File: src/rtl/sat_decision_pkg.sv
// rtl/sat_decision_pkg.sv - shared types and index helpers for the decision unit
// Contents: FSM state encoding, clog2, and helpers that split a variable index
// into a bitmap word index and a bit-within-word index.
package sat_decision_pkg;

   typedef enum logic [1:0] {
      ST_IDLE      = 2'd0,
      ST_SCAN      = 2'd1,
      ST_WRITEBACK = 2'd2,
      ST_REPORT    = 2'd3
   } state_t;

   function automatic int clog2(input int value);
      int result;
      result = 0;
      for (int i = 0; i < 31; i++) begin
         if ((1 << i) < value) result = i + 1;
      end
      return result;
   endfunction

   function automatic int word_of(input int idx, input int word_w);
      return idx >> clog2(word_w);
   endfunction

   function automatic int bit_of(input int idx, input int word_w);
      return idx & (word_w - 1);
   endfunction

endpackage

File: src/rtl/sat_decision_unit_priority_encoder.sv
// rtl/sat_decision_unit_priority_encoder.sv - lowest-set-bit encoder for one bitmap word
// Ports:
//   word   in  WORD_W         bitmap word to encode
//   index  out clog2(WORD_W)  position of the lowest set bit (0 when none)
//   any    out 1              at least one bit of word is set
module priority_encoder_param
   import sat_decision_pkg::*;
#(
   parameter int WORD_W = 8
) (
   input  logic [WORD_W-1:0]        word,
   output logic [clog2(WORD_W)-1:0] index,
   output logic                     any
);

   localparam int IDX_W = clog2(WORD_W);

   // Walk from the top down so the last hit, the lowest set bit, wins.
   always_comb begin
      index = '0;
      any   = 1'b0;
      for (int i = WORD_W - 1; i >= 0; i--) begin
         if (word[i]) begin
            index = IDX_W'(i);
            any   = 1'b1;
         end
      end
   end

endmodule

File: src/rtl/sat_decision_unit.sv
// rtl/sat_decision_unit.sv - decision engine picking the lowest free variable
// Ports:
//   clock, reset                  rising-edge clock, asynchronous active-low reset
//   decision_en                   request a decision (IDLE only)
//   clear_en                      mark every variable free, phases to default (IDLE only)
//   release_en, release_var,
//   release_phase                 free one variable and save its phase (IDLE only)
//   busy                          engine is not in IDLE
//   decision_done                 one-cycle completion pulse
//   var_out, assignment           chosen variable and its polarity
//   no_free                       last request found every variable assigned
module sat_decision_unit
   import sat_decision_pkg::*;
#(
   parameter int   WORD_W           = 8,
   parameter int   NUM_WORDS        = 4,
   parameter int   VAR_IDX_W        = 5,
   parameter int   POLARITY_MODE    = 0,
   parameter logic DEFAULT_POLARITY = 1'b0
) (
   input  logic                 clock,
   input  logic                 reset,
   input  logic                 decision_en,
   input  logic                 clear_en,
   input  logic                 release_en,
   input  logic [VAR_IDX_W-1:0] release_var,
   input  logic                 release_phase,
   output logic                 busy,
   output logic                 decision_done,
   output logic [VAR_IDX_W-1:0] var_out,
   output logic                 assignment,
   output logic                 no_free
);

   localparam int NUM_VARS = WORD_W * NUM_WORDS;
   localparam int BIT_W    = clog2(WORD_W);
   localparam int WIDX_W   = VAR_IDX_W - BIT_W;
   localparam logic [WIDX_W-1:0] LAST_WORD = WIDX_W'(NUM_WORDS - 1);

   state_t state_q, state_d;

   logic [WORD_W-1:0]   free_q [NUM_WORDS];
   logic [NUM_VARS-1:0] phase_q;
   logic [WIDX_W-1:0]   hint_q;
   logic [WIDX_W-1:0]   ptr_q;
   logic [BIT_W-1:0]    bit_q;
   logic                found_q;

   logic [BIT_W-1:0]     enc_index;
   logic                 enc_any;
   logic [WIDX_W-1:0]    rel_word;
   logic [BIT_W-1:0]     rel_bit;
   logic [WIDX_W-1:0]    rel_hint;
   logic [WORD_W-1:0]    word_after;
   logic [VAR_IDX_W-1:0] chosen;

   priority_encoder_param #(.WORD_W(WORD_W)) u_encoder (
      .word  (free_q[ptr_q]),
      .index (enc_index),
      .any   (enc_any)
   );

   assign rel_word   = WIDX_W'(word_of(int'(release_var), WORD_W));
   assign rel_bit    = BIT_W'(bit_of(int'(release_var), WORD_W));
   assign rel_hint   = (rel_word < hint_q) ? rel_word : hint_q;
   assign word_after = free_q[ptr_q] & ~(WORD_W'(1) << bit_q);
   assign chosen     = {ptr_q, bit_q};

   assign busy          = (state_q != ST_IDLE);
   assign decision_done = (state_q == ST_REPORT);

   always_ff @(posedge clock or negedge reset) begin
      if (!reset) state_q <= ST_IDLE;
      else        state_q <= state_d;
   end

   // An exhausted scan still passes through WRITEBACK (with nothing to write)
   // so that both outcomes publish their results from the same state.
   always_comb begin
      state_d = state_q;
      case (state_q)
         ST_IDLE:      if (decision_en) state_d = ST_SCAN;
         ST_SCAN:      if (enc_any || ptr_q == LAST_WORD) state_d = ST_WRITEBACK;
         ST_WRITEBACK: state_d = ST_REPORT;
         ST_REPORT:    state_d = ST_IDLE;
         default:      state_d = ST_IDLE;
      endcase
   end

   always_ff @(posedge clock or negedge reset) begin
      if (!reset) begin
         for (int w = 0; w < NUM_WORDS; w++) free_q[w] <= '1;
         phase_q    <= {NUM_VARS{DEFAULT_POLARITY}};
         hint_q     <= '0;
         ptr_q      <= '0;
         bit_q      <= '0;
         found_q    <= 1'b0;
         var_out    <= '0;
         assignment <= DEFAULT_POLARITY;
         no_free    <= 1'b0;
      end else begin
         case (state_q)
            ST_IDLE: begin
               // The bitmap update and the scan start share this edge, so the
               // scan sees the cleared/released state from its first cycle.
               if (clear_en) begin
                  for (int w = 0; w < NUM_WORDS; w++) free_q[w] <= '1;
                  phase_q <= {NUM_VARS{DEFAULT_POLARITY}};
                  hint_q  <= '0;
                  no_free <= 1'b0;
                  if (decision_en) ptr_q <= '0;
               end else if (release_en) begin
                  free_q[rel_word][rel_bit] <= 1'b1;
                  phase_q[release_var]      <= release_phase;
                  hint_q                    <= rel_hint;
                  if (decision_en) ptr_q <= rel_hint;
               end else if (decision_en) begin
                  ptr_q <= hint_q;
               end
            end
            ST_SCAN: begin
               found_q <= enc_any;
               if (enc_any)                 bit_q <= enc_index;
               else if (ptr_q != LAST_WORD) ptr_q <= ptr_q + 1'b1;
            end
            ST_WRITEBACK: begin
               if (found_q) begin
                  free_q[ptr_q][bit_q] <= 1'b0;
                  if (word_after == '0 && ptr_q != LAST_WORD) hint_q <= ptr_q + 1'b1;
                  else                                        hint_q <= ptr_q;
                  var_out    <= chosen;
                  assignment <= (POLARITY_MODE == 1) ? phase_q[chosen] : DEFAULT_POLARITY;
                  no_free    <= 1'b0;
               end else begin
                  no_free <= 1'b1;
               end
            end
            default: ;
         endcase
      end
   end

endmodule
File: config.mk
export PLATFORM = sky130hd
export DESIGN_NAME = sat_decision_unit
export DESIGN_NICKNAME = d
export VERILOG_FILES = /design/src/rtl/sat_decision_pkg.sv /design/src/rtl/sat_decision_unit_priority_encoder.sv /design/src/rtl/sat_decision_unit.sv
export SDC_FILE = /design/constraint.sdc
export NUM_CORES = 1
export LEC_CHECK = 0
export BUFFER_PORTS_ARGS = -buffer_cell sky130_fd_sc_hd__buf_2
export CORE_MARGIN = 3
export CORE_UTILIZATION = 28
export DETAILED_ROUTE_END_ITERATION = 12
export GPL_TIMING_DRIVEN = 0
export PLACE_DENSITY = 0.44
export SLEW_MARGIN = 20
export SYNTH_ARGS = -nofsm -noshare
export SYNTH_HDL_FRONTEND = slang
export SYNTH_SLANG_ARGS = --single-unit
File: constraint.sdc
create_clock -name clock -period 3.3 [get_ports clock]
set_clock_uncertainty 0.15 [all_clocks]
set_input_delay 0.165 -clock clock [delete_from_list [all_inputs] [get_ports clock]]
set_output_delay 0.165 -clock clock [all_outputs]
set_load 0.1 [all_outputs]
Word-level counts from Yosys, hierarchy flattened:

Index checks and enable logic that the tools add are counted.

* register bits: 48
* output and inout port bits: 9

* $add $sub $neg: 1
* order comparisons: 9
* equal/unequal tests: 12
* shift-type cells: 1
* multiplexer cells: 51
* bitwise operators: 7
* reduce and logical (&&, ||, !) cells: 17

Operators with widths (number)
* 2-to-1 mux 32 bit: 3
* one-hot mux 32 bit (2 select lines): 1
* AND 32 bit: 1
* demux 8 bit (select 2 bit): 2
* 2-to-1 mux 8 bit: 4
* inverter 32 bit: 1
* OR 32 bit: 1
* 2-to-1 mux 2 bit: 14
* 2-to-1 mux 3 bit: 8
* binary-select mux 8 bit (select 2 bit): 1
* inequality test 2 bit (second input constant): 7
* 2-to-1 mux 1 bit: 12
* AND 8 bit: 1
* zero test 8 bit: 1
* less-than comparator 3 x 4 -> 1 bit (second input constant): 2
* inverter 8 bit: 1
* one-hot mux 2 bit (2 select lines): 2
* one-hot mux 2 bit (4 select lines): 1
* AND reduction 2 bit: 4
* << shifter 1 x 3 -> 8 bit (first input constant): 1
* demux 1 bit (select 3 bit): 2
* equality test 2 bit (second input constant): 3
* greater-or-equal comparator 3 x 1 -> 1 bit (second input constant): 2
* greater-or-equal comparator 3 bit (second input constant): 2
* 13 further kinds: 21

Longest topological paths before layout:

Gate-level depths: netlist (run 1).

* depth in word-level cells: 15
* mapped depth: 9

Cells and area by module:

A second synthesis (run 1) with hierarchy kept.

* cell total of the unflattened synthesis: 337
* area, all modules: 2984.1 um2

By module, submodules not included
* sat_decision_unit: instances 1, cells an instance 324, area an instance 2904.0 um2, sequential area each 1241.2 um2
* priority_encoder_param: instances 1, cells an instance 13, area an instance 80.1 um2, sequential area each 0.0 um2

Worst setup path after synthesis (run 1):

Ideal clock, no wire load.

* path type: register to register
* start point: register ptr_q[0]
* end point: register ptr_q[0]
* library setup time: 0.079 ns
* data arrival time: 2.219 ns
* slack: 0.852 ns
* stages on the path, launching flop included: 8
* path through: dfrtp_1 buf_6 mux4_2 or4_4 nor2_4 mux2i_2 nor3b_4 mux2i_1

* cells in the longest elaborated chain, start to end: 14
* elaborated cells between the ends (all ways): 20

Ends and longest elaborated chain
* start, declared: line sat_decision_unit.sv:45 `logic [WIDX_W-1:0] ptr_q;`
* start signal, assigned: line sat_decision_unit.sv:116 `if (decision_en) ptr_q <= rel_hint;`
* start signal, assigned: line sat_decision_unit.sv:118 `ptr_q <= hint_q;`
* start signal, assigned: line sat_decision_unit.sv:124 `else if (ptr_q != LAST_WORD) ptr_q <= ptr_q + 1'b1;`
* inverter 2 -> 3 bit (not written as such): line sat_decision_unit.sv:58 `.word (free_q[ptr_q]),`
* binary-select mux 8 bit (select 2 bit): line sat_decision_unit.sv:58
* 2-to-1 mux 8 bit (not written as such) (2 in series): line sat_decision_unit.sv:58
* 2-to-1 mux 1 bit (8 in series): line sat_decision_unit_priority_encoder.sv:23 `if (word[i]) begin`
* inequality test 2 bit (no line)
* AND reduction 4 bit (no line)

Parallel ways exist; a longest one is shown, timed or not. The select of a mux whose other input is x is not followed.
A chain may end at the register's enable or synchronous reset.

Worst setup path after layout (run 1):

* start point: register ptr_q[1]
* end point: register found_q

* cells in the longest elaborated chain, start to end: 12

Ends and longest elaborated chain
* inverter 2 -> 3 bit (not written as such) (*): line sat_decision_unit.sv:58
* binary-select mux 8 bit (select 2 bit) (*): line sat_decision_unit.sv:58
* 2-to-1 mux 8 bit (not written as such) (*) (2 in series): line sat_decision_unit.sv:58
* 2-to-1 mux 1 bit (7 in series): line sat_decision_unit_priority_encoder.sv:23
* 2-to-1 mux 1 bit (*): line sat_decision_unit_priority_encoder.sv:23
* end signal, assigned: line sat_decision_unit.sv:122 `found_q <= enc_any;`
* end, declared: line sat_decision_unit.sv:47 `logic found_q;`

Mark *: on every way between the ends. The rest lies on a longest branch, timed or not. The select of a mux whose other input is x is not followed.

==> results by group, run 1 <==
Critical path
  – Crit-path cells: buf_2, mux4_2, nor4_1, nand2b_1, a21boi_1, o21ai_0
  – WP data required: 3320 ps
  – Crit Path Max Fanout: 10
  – Critical path startpoint category: register
  – Worst stage delay on the critical path: between 500 and 600 ps
  – Worst path slowest cell: dfrtp_1
  – Crit Path Class: reg2reg
  – CP endpoint kind: register
  – Worst path top cell family by delay: simple AND/OR/NAND/NOR gates
  – Crit path buffers/inverters: 1
  – FF-to-FF setup slack: 370 ps
  – Critical Path AT: 2950 ps

Logic synthesis
  – EDFF count, synth: 0
  – Synth Cell Area: 3005 um^2
  – Async S/R FF share, synth: 100.0%
  – Netlist cell types: 45
  – Synth Warn #: 0
  – Mapped Nets: 367
  – Number of synthesized register bits: 48
  – Post-Synthesis Cells: 346
  – Syn_area_per_cell: approximately 8.7 um^2
  – Ys flop type: dfstp_2
  – Top cell type by total area after synthesis: dfstp_2
  – Top post-synthesis cells by area: dfstp_2 (28%), dfrtp_1 (13%), a21oi_1 (12%)
  – Register area share after synthesis: just over 40%
  – Synth top area share: 27.98%

Floorplanning
  – Vert. Die Dim: 109.6 um
  – Initial Util: a little under 30%
  – Core area: 10,370 um^2
  – Num ports: 20
  – Cell Rows: 37
  – Width of the die: 109.6 um
  – Die area: 12,010 um^2

Clock tree
  – CTS root buf: clkbuf_8
  – Num CTS Buffers: 5
  – Clock Latency Late Sink: ~300 ps
  – CTS tree: built
  – CTS clk-pin slew, worst paths: approximately 90 ps
  – CTS Sinks: 48
  – Longest Clk Path Bufs: 2
  – Post-CTS Setup Bufs: 0
  – H-tree levels: 2

Cells and area
  – Filler cell count: roughly 1,100
  – ANT cells: 0
  – Post-layout nets: 392
  – Final instance area: between 3000 and 4000 um^2
  – Most frequent cells in the layout: nor2_1 (77), a21oi_1 (75), dfstp_2 (32)
  – Fin util: about a third
  – Area growth syn-to-layout: 12.03%
  – Share of cells above drive strength 1: 20.70%
  – Most common cell after layout, fill and taps aside: nor2_1

Placed design
  – Gp weighted congestion: 0.8397
  – Pre-CTS setup slack: 366.6 ps
  – Dpl hpwl: 6.298 mm
  – Placement Cell Area: 3263 um^2
  – IO buf count: 17

Route
  – Vias per cell: about 5
  – Vias: 2,618
  – Avg WL per Cell: 17.35 um
  – Routed WL: 8.812 mm
  – 1st-iter DRT viols: 136
  – Residual DRC: 0
  – Drt first pass iters: 4
  – Post-DRT Antenna Nets: 0

GRT
  – Global-route wire length before repair: 13.99 mm
  – Initial antenna violation count: 0
  – Largest net degree at the start of global routing: 49
  – Total track usage: 15.28%
  – Aggregate global routing overflow: 0
  – Vias in the first global route: between 2,000 and 3,000

Timing
  – Setup Viol. Count Final: 0
  – Fmax: ~340 MHz
  – Slew HR: 42.29%
  – Actual slew at the worst max-slew pin: 857.8 ps
  – Final slew viol count: 0
  – Crit share post-route: 88.80%
  – Tmin final: 2930 ps
  – Unrepaired setup endpoints after global routing: no
  – Setup WS post-layout: 369.7 ps
  – Hold violation total from the final report: 0
  – Setup_tns: 0 ps

Pwr
  – Peak VDD IR: 0.3118 mV
  – Pwr per Cell Area: 862.0 nW/um^2
  – Static Leak: approximately 1.3 nW
  – Power, Total: 0.002902 W

Flow run
  – Max-Cap Viols: 0

Hold path
  – Hold Path Class: in2reg

Status
  – Status: finished clean
## power breakdown
| part | internal [W] | switching (W) | total, W |
|---|---|---|---|
| clock | 0.000171 | 0.000205 | 0.000376 |
| combinational | 0.000478 | 0.00108 | 0.00156 |
| sequential | 0.000830 | 0.000137 | 0.000967 |
| total | 0.00148 | 0.00142 | 0.00290 |
## flip-flops by register name, indices dropped and copies added, names as in the netlist
register / flops
hint_q: 2
found_q: 1
state_q: 2
var_out: 5
free_q: 32
bit_q: 3
no_free: 1
ptr_q: 2
## final cells by class
class | count | area (um^2) | area share (%)
Timing Repair Buffer | 18 | 97.59 | 2.899
Tap cell | 136 | 170.2 | 5.054
Sequential cell | 48 | 1241 | 36.86
Clock inverter | 1 | 7.507 | 0.2230
Buffer | 24 | 103.9 | 3.084
Inverter | 12 | 45.04 | 1.338
Multi-Input combinational cell | 262 | 1615 | 47.97
Clock buffer | 7 | 86.33 | 2.564
## logic make-up after synthesis
| family | after synthesis | share of synthesized area [%] |
|---|---|---|
| AO/OA/AOI/OAI | 98 | 17.69 |
| other | 1 | 0.1248 |
| buffers and inverters | 36 | 4.954 |
| XOR/XNOR | 1 | 0.2915 |
| AND/OR/NAND/NOR | 132 | 20.82 |
| flip-flops | 48 | 41.30 |
| multiplexers | 20 | 10.66 |
| adder cells (fa/ha/maj) | 10 | 4.163 |
## routing by layer
layer / track usage (%) / routed length [um] / vias up
li1: - / - / 1250
met1: 21.87 / 4292 / 1285
met2: 24.19 / 4005 / 73
met3: 2.584 / 421 / 10
met4: 3.295 / 93 / 0
met5: 0 / 0 / -
## cell usage after synthesis, types with 2 or more instances
library cell and number:
a21o_1 2, clkbuf_1 14, ha_1 10, nor3_1 10, mux4_2 9, nand3_1 2, buf_1 6, buf_2 2
a21oi_1 75, dfrtp_1 16, nor2_1 77, inv_1 12, nor3b_1 6, dfstp_2 32, nand2b_1 5, o31ai_1 2
and2_1 2, nor4_1 3, a22oi_1 2, nand2_1 12, mux2i_1 7, nand3b_1 2, nor2b_1 4, mux2_2 3
a2111oi_0 3, o21ai_0 8, or3_1 2
## final timing paths
kind | cells after the start | startpoint | end
max reg2reg | 6 | ptr_q[1] | found_q
min | 4 | release_en | ptr_q[0]
min in group asynchronous | 2 | reset | state_q[0]
max in group asynchronous | 2 | reset | hint_q[0]
max | 6 | ptr_q[1] | found_q
min reg2reg | 2 | var_out[4] | var_out[4]
## tightest hold or removal path, stage by stage
cell,delay (ps)
buf_2,120
a2111oi_0,110
a21oi_1,120
mux2i_1,80
## repair_timing
action / in CTS / in global routing
resized for setup: 0 / 0
hold endpoints to repair: 16 / 0
hold buffers: 1 / 0
## per-stage QoR
step	hold WS, ps	instances
after floorplan	-280.6	346
after global placement	292.9	499
after detailed placement	82.47	499
after CTS	171.7	508
after global routing	248.6	508
final	187.1	508
Note: power is estimated with default switching activity, not from simulation.
==> run 2, diff against run 1 <==
--- a/config.mk
+++ b/config.mk
@@ -6,6 +6,7 @@
 export NUM_CORES = 1
 export LEC_CHECK = 0
 export BUFFER_PORTS_ARGS = -buffer_cell sky130_fd_sc_hd__buf_2
+export CORE_ASPECT_RATIO = 1.25
 export CORE_MARGIN = 3
 export CORE_UTILIZATION = 28
 export DETAILED_ROUTE_END_ITERATION = 12
==> results by group, run 2 (synthesis results as in run 1) <==
Critical path
  – WP data required: 3300 ps
  – Crit Path Max Fanout: 10
  – Crit Path Class: reg2reg
  – CP endpoint kind: register
  – Critical Path AT: 3020 ps
  – Critical path startpoint category: register

Route
  – Post-DRT Antenna Nets: 0
  – Avg WL per Cell: 17.60 um
  – Residual DRC: 0
  – Routed WL: 8.816 mm
  – Vias: 2,588
  – Vias per cell: 5.166
  – Drt first pass iters: 5
  – 1st-iter DRT viols: between 100 and 150

Pwr
  – Comb pwr share: 51.2%
  – Pwr per Cell Area: roughly 900 nW/um^2
  – Clk pwr share: 17.0%
  – Psw: 0.001430 W
  – Peak VDD IR: 0.3134 mV
  – Static Leak: 1.350 nW
  – Sequential share of power: 31.8%
  – Int Power: about 0.0016 W
  – Switch share: a little under half

Clock tree
  – CTS clk-pin slew, worst paths: 60 ps
  – CTS root buf: clkbuf_16
  – Longest Clk Path Bufs: 2
  – Num CTS Buffers: 5
  – H-tree levels: 2
  – Post-CTS Hold Buffers: 1
  – CTS Sinks: 48
  – Clock Latency Late Sink: between 200 and 300 ps
  – Cts repair resizes: 0
  – CTS tree: built
  – Post-CTS Setup Bufs: 0

Cells and area
  – Share of cells above drive strength 1: 20.16%
  – Filler cell count: 1,101
  – Area growth syn-to-layout: 13.16%
  – Most frequent cells in the layout: nor2_1 (77), a21oi_1 (75), dfstp_2 (32)
  – Biggest register: free_q
  – Max reg flops: 32
  – ANT cells: 0
  – Final instance area: around 3400 um^2
  – Post-layout nets: around 390
  – Most common cell after layout, fill and taps aside: nor2_1
  – Biggest regs: free_q (32), var_out (5), bit_q (3)
  – Fin util: around a third

Floorplanning
  – Core area: 10,260 um^2
  – Die area: approximately 12,000 um^2
  – Num ports: 20
  – Cell Rows: between 40 and 50
  – Width of the die: between 90 and 100 um
  – Vert. Die Dim: 121.8 um
  – Initial Util: 29.29%

GRT
  – Largest net degree at the start of global routing: 49
  – Vias in the first global route: 2,642
  – Aggregate global routing overflow: 0
  – Initial antenna violation count: 0
  – Total track usage: 15.66%
  – Global-route wire length before repair: ~15 mm

Timing
  – Tmin final: 3018 ps
  – Hold violation total from the final report: 0
  – Setup WS post-layout: 281.5 ps
  – Slew HR: between 40% and 50%
  – Setup Viol. Count Final: 0
  – Setup_tns: 0 ps
  – Unrepaired setup endpoints after global routing: no
  – Final slew viol count: 0
  – Actual slew at the worst max-slew pin: 879.0 ps
  – Crit share post-route: between 90% and 100%
  – Fmax: 331.3 MHz

Placed design
  – Placement Cell Area: 3254 um^2
  – Pre-CTS setup slack: 340.6 ps
  – IO buf count: 17
  – Dpl hpwl: around 6.3 mm
  – Gp weighted congestion: around 0.80

Flow run
  – Max-Cap Viols: 0

Hold path
  – Hold Path Class: in2reg

Status
  – Status: finished clean
-- run 2: cell types whose count changed in the layout (fill, tap and decap cells not counted) --
cell,before,now
clkbuf_8,6,0
clkbuf_1,15,17
clkbuf_16,0,5
clkinvlp_4,1,0
-- run 2: worst max-delay path, cell delays in order (launching register included) --
cell and delay, ps:
dfrtp_1 540, buf_2 370, mux4_2 460, nor4_1 590, nand2b_1 220, a21boi_1 380
o21ai_0 160
-- run 2: power by group through the flow --
| stage | Combinational (W) | Sequential [W] | Clock [W] |
|---|---|---|---|
| 6_report | 0.00155 | 0.000961 | 0.000513 |
| 3_3_place_gp | 0.00154 | 0.000966 | 0 |
| 4_1_cts | 0.00156 | 0.000961 | 0.000535 |
| 5_1_grt | 0.00170 | 0.000983 | 0.000552 |
| 3_5_place_dp | 0.00155 | 0.000969 | 0 |
| 2_1_floorplan | 0.000997 | 0.00112 | 0 |
-- run 2: path summary, 6_finish.rpt --
kind,cells past startpoint,endpoint,slack [ps],start
min,4,ptr_q[0],190,release_en
min reg2reg,2,var_out[3],330,var_out[3]
max in group asynchronous,2,state_q[1],2290,reset
min in group asynchronous,2,var_out[1],300,reset
max,6,found_q,280,ptr_q[1]
max reg2reg,6,found_q,280,ptr_q[1]
-- run 2: area by class of cell --
cell class	instances	area, um^2	area share [%]
Timing Repair Buffer	18	97.59	2.870
Buffer	24	103.9	3.054
Clock buffer	8	136.4	4.010
Inverter	12	45.04	1.325
Tap cell	129	161.4	4.746
Sequential cell	48	1241	36.50
Multi-Input combinational cell	262	1615	47.50
-- run 2: per-stage QoR --
stage / total power (W) / hold WS [ps] / instances
detailed placement: 0.002522 / 100.0 / 492
global placement: 0.002510 / 308.6 / 492
finish: 0.003021 / 191.7 / 501
global route: 0.003236 / 217.0 / 501
CTS: 0.003054 / 189.6 / 501
floorplan: 0.002121 / -280.6 / 346
-- run 2: layer usage --
metal,global-route usage (%),share of wire [%],up-vias
met2,26.40,50,62
met4,4.697,1.2,0
li1,-,-,1256
met5,0,0,-
met1,20.60,44,1264
met3,2.692,4.7,6
